===== config.mk =====
export PLATFORM = sky130hd
export DESIGN_NAME = ifetch_queue
export DESIGN_NICKNAME = d
export VERILOG_FILES = /design/src/rtl/ifetch_queue.sv
export SDC_FILE = /design/constraint.sdc
export NUM_CORES = 1
export LEC_CHECK = 0
export BUFFER_PORTS_ARGS = -buffer_cell sky130_fd_sc_hd__buf_2
export CORE_ASPECT_RATIO = 2
export CORE_MARGIN = 5
export CORE_UTILIZATION = 53
export DETAILED_ROUTE_END_ITERATION = 8
export MAX_ROUTING_LAYER = met4
export PLACE_DENSITY_LB_ADDON = 0.08
export SYNTH_ARGS = -nofsm -noshare
export SYNTH_HDL_FRONTEND = slang
export SYNTH_SLANG_ARGS = --single-unit
export TNS_END_PERCENT = 5

===== constraint.sdc =====
create_clock -name clk -period 2.2 [get_ports clk]
set_clock_uncertainty 0.15 [all_clocks]
set_input_delay 0 -clock clk [delete_from_list [all_inputs] [get_ports clk]]
set_output_delay 0 -clock clk [all_outputs]
set_load 0.02 [all_outputs]

===== src/rtl/ifetch_queue.sv =====
// Fetch PC owner and small instruction FIFO feeding decode; redirects flush queue and in-flight read.
// Optional macro IFETCH_BYPASS_EN: a response arriving at an empty queue is shown to decode the same cycle.
module ifetch_queue #(
  parameter logic [31:0] RESET_PC = 32'h6000_0000,
  parameter int          DEPTH    = 4
) (
  input  logic                       clk,
  input  logic                       rst,
  output logic [31:0]                imem_addr,
  output logic                       imem_read,
  input  logic [31:0]                imem_rdata,
  input  logic                       imem_resp,
  input  logic                       redirect_valid,
  input  logic [31:0]                redirect_pc,
  output logic                       inst_valid,
  input  logic                       inst_ready,
  output logic [31:0]                inst_data,
  output logic [31:0]                inst_pc,
  output logic [$clog2(DEPTH+1)-1:0] queue_count
);
  localparam int CW = $clog2(DEPTH+1);
  localparam int PW = $clog2(DEPTH);
  localparam logic [CW:0] DEPTH_W = (CW+1)'(DEPTH);

  logic [31:0]   pc;
  logic [31:0]   req_pc;
  logic          inflight;
  logic          drop;
  logic [PW-1:0] head;
  logic [PW-1:0] tail;
  logic [CW-1:0] count;
  logic [31:0]   mem_pc   [DEPTH];
  logic [31:0]   mem_data [DEPTH];
  logic [CW:0]   occ;
  logic          accept;
  logic          enq;
  logic          pop;

  // Reserve a slot for the outstanding read so a response can never overflow the queue
  assign occ       = {1'b0, count} + {{CW{1'b0}}, inflight};
  assign imem_read = rst & ~redirect_valid & (occ < DEPTH_W);
  assign imem_addr = pc;
  assign accept    = imem_resp & inflight & ~drop & ~redirect_valid;
  assign pop       = (count != '0) & inst_ready & ~redirect_valid;
  assign queue_count = count;

  always_comb begin
    enq        = accept;
    inst_valid = (count != '0);
    inst_data  = mem_data[head];
    inst_pc    = mem_pc[head];
`ifdef IFETCH_BYPASS_EN
    if (accept && count == '0) begin
      inst_valid = 1'b1;
      inst_data  = imem_rdata;
      inst_pc    = req_pc;
      enq        = ~inst_ready;
    end
`endif
  end

  always_ff @(posedge clk or negedge rst) begin
    if (!rst) begin
      pc       <= RESET_PC;
      req_pc   <= '0;
      inflight <= 1'b0;
      drop     <= 1'b0;
      head     <= '0;
      tail     <= '0;
      count    <= '0;
      for (int i = 0; i < DEPTH; i++) begin
        mem_pc[i]   <= '0;
        mem_data[i] <= '0;
      end
    end else begin
      drop     <= redirect_valid & inflight;
      inflight <= imem_read;
      if (redirect_valid) begin
        pc    <= redirect_pc & 32'hFFFF_FFFC;
        head  <= '0;
        tail  <= '0;
        count <= '0;
      end else begin
        if (imem_read) begin
          pc     <= pc + 32'd4;
          req_pc <= pc;
        end
        if (enq) begin
          mem_pc[tail]   <= req_pc;
          mem_data[tail] <= imem_rdata;
          tail           <= tail + 1'b1;
        end
        if (pop) head <= head + 1'b1;
        count <= count + CW'(enq) - CW'(pop);
      end
    end
  end

endmodule

==> results.txt <==
Top FF cell, synth -> dfrtp_1
Slew at the pin closest to its max-slew limit -> 0.646 ns
Status -> finished, violations left
Most common cell in the netlist -> dfrtp_1
Post-route design area -> 17800 um^2
FP Rows -> 84
Vias -> 8656
Maximum resistive drop on vdd -> 0.860 mV
Core Util, Final -> 68.0%
Finish-stage setup viols -> 48
Post-synthesis sequential area ratio -> 56.7%
Final Wtd Congestion -> 0.865
Total iterations of the first detailed-routing run -> 4
Deepest clock path buffer count -> 3
Min-delay worst type -> input port to asynchronous set/reset pin
DR iter-0 viols -> 437
Most area-consuming cells after synthesis -> dfrtp_1 56%, mux2_2 23%, mux4_2 10%
Routed WL per cell -> 21.1 um
All-Layer GR Usage -> 23.2%
Gr ovfl total -> 0
Core Area -> 26200 um^2
Cts bufs inserted -> 29
Clock-pin slew on the worst setup and hold paths -> 0.06 ns
Slew Limit Headroom -> 56.9%
Die height -> 240 um
FF+latch count, synth -> 317
Max-Cap Viols -> 0
ANT nets after route -> 0
TritonCTS clock tree -> done
Fin crit share -> 104%
Initial Util -> 53.4%
Mean Syn Cell Area -> 15.4 um^2
Worst-path maximum fanout -> 3
Critical Path Source Type -> flip-flop
Synth-to-Final Area Change -> 27.3%
Crit path kind -> flip-flop to flip-flop
Post-Syn Area -> 14000 um^2
Post-synth EDFFs -> 0
Placement-stage cell area -> 15700 um^2
Initial antenna violation count -> 0
Antenna cells -> 0
Failing checks -> negative setup slack
Layout cell share with drive strength beyond 1 -> 53.5%
Distinct cells, synth -> 41
Drt drc -> 0
Slew Viols, Final -> 0
Final Hold Vio Count -> 0
Asr flop ratio synth -> 100%
Worst skew pair latency -> 0.54 ns
F_max -> 438 MHz
PortBufs -> 163
Req. time, crit path -> 2.46 ns
RSZ-0062 raised after global routing -> true
H-tree levels -> 1
Routed wire length -> 32700 um
Vias in the first global route -> 9724
Post-synth top cells -> 315 x dfrtp_1, 284 x mux2_2, 62 x mux4_2
NumNets Final -> 1261
Post-DP HPWL -> 20300 um
Synth Warn # -> 0
Chip Width -> 125 um
Worst setup EP type -> flip-flop
P_leak -> 8.54 nW
Ports -> 170
Power Dens Cells -> 1050 nW/um^2
Mean number of vias per cell -> 5.60
Final WS setup -> -0.0845 ns
Share of the synthesized area in the top cell type -> 56.4%
Global-route wire length before repair -> 53600 um
Largest net degree at the start of global routing -> 120
Minimum clock period -> 2.28 ns
Root Driver -> clkbuf_16
Total power -> 0.0186 W
Worst EP arrival -> 2.55 ns
Die area -> 29900 um^2
Clock sinks -> 317
Yosys top cell by area -> dfrtp_1
Synth Instances -> 908
## critical path, cell delays in order, from the launching register on
cell,delay [ns]
dfrtp_2,0.44
buf_6,0.12
or3_4,0.38
nand2_4,0.08
nor2_4,0.04
ha_4,0.21
inv_2,0.06
ha_4,0.12
inv_2,0.03
fa_2,0.50
nor2_1,0.04
## metrics by stage
| stage | hold WS (ns) | setup slack, ns | cells | setup TNS, ns |
|---|---|---|---|---|
| 6_report | 0.0199 | -0.0845 | 1547 | -1.23 |
| 5_1_grt | 0.0495 | -0.183 | 1547 | -8.92 |
| 4_1_cts | 0.000888 | -0.166 | 1545 | -6.15 |
| 3_5_place_dp | -0.0393 | -0.0310 | 1417 | -0.341 |
| 3_3_place_gp | -0.0491 | -0.00860 | 1417 | -0.00863 |
| 2_1_floorplan | -0.446 | -0.139 | 911 | -2.38 |
## worst paths after layout
path,start,end,slack (ns),depth (start not counted)
max,queue_count[1],queue_count[1],-0.08,10
min,rst,mem_pc[62],0.02,3
max reg2reg,queue_count[1],queue_count[1],-0.08,10
min reg2reg,mem_data[28],mem_data[28],0.35,1
max in group asynchronous,rst,mem_pc[112],0.80,4
min in group clk,redirect_valid,queue_count[1],0.04,6
## placed cells by master (no fill, tap or decap), types with 20 or more instances in the layout
cell	n
mux2_2	259
dlygate4sd3_1	69
nand2_1	32
buf_6	20
clkbuf_16	29
mux4_2	62
mux2_4	25
buf_4	38
buf_2	145
dfrtp_1	311
## metal layers
layer	share of wire (%)	global-route usage (%)
met1	39	27.5
met4	2.3	6.94
met5	0	-
met2	55	41.4
met3	3.9	3.08
## registers in the layout, summed over array words and instances, names as in the netlist
| name | cells |
|---|---|
| req_pc | 30 |
| head | 2 |
| drop | 1 |
| inflight | 1 |
| mem_pc | 120 |
| queue_count | 3 |
| tail | 2 |
| mem_data | 128 |
| imem_addr | 30 |
## repair_timing
action                     CTS  global route
hold endpoints to repair   412             1
setup endpoints to repair   71           112
resized for setup           27            69
pin swaps                    3             3
buffers inserted             7             1
hold buffers                68             1
cloned                       3             0
## final cells by class
| class | instances | area, um^2 |
|---|---|---|
| Clock buffer | 45 | 866 |
| Clock inverter | 6 | 58.8 |
| Fill cell | 1877 | 8370 |
| Inverter | 7 | 26.3 |
| Multi-Input combinational cell | 531 | 6020 |
| Sequential cell | 317 | 7950 |
| Tap cell | 344 | 430 |
| Timing Repair Buffer | 297 | 2450 |
## cells by family (layout without fill, tap and decap cells)
kind of cell	count (synthesis)	after routing	synth area share, %
AO/OA/AOI/OAI	31	31	1.37
XOR/XNOR	29	29	1.82
adder cells (fa/ha/maj)	9	9	0.859
buffers and inverters	63	355	1.91
flip-flops	317	317	56.7
multiplexers	348	348	33.0
other	1	4	0.0268
AND/OR/NAND/NOR	110	110	4.29
## where the power goes
group / total [W] / internal, W / switching, W
sequential: 0.00770 / 0.00692 / 0.000788
clock: 0.00492 / 0.00281 / 0.00211
combinational: 0.00602 / 0.00320 / 0.00282
(Power assumes the default switching activity.)
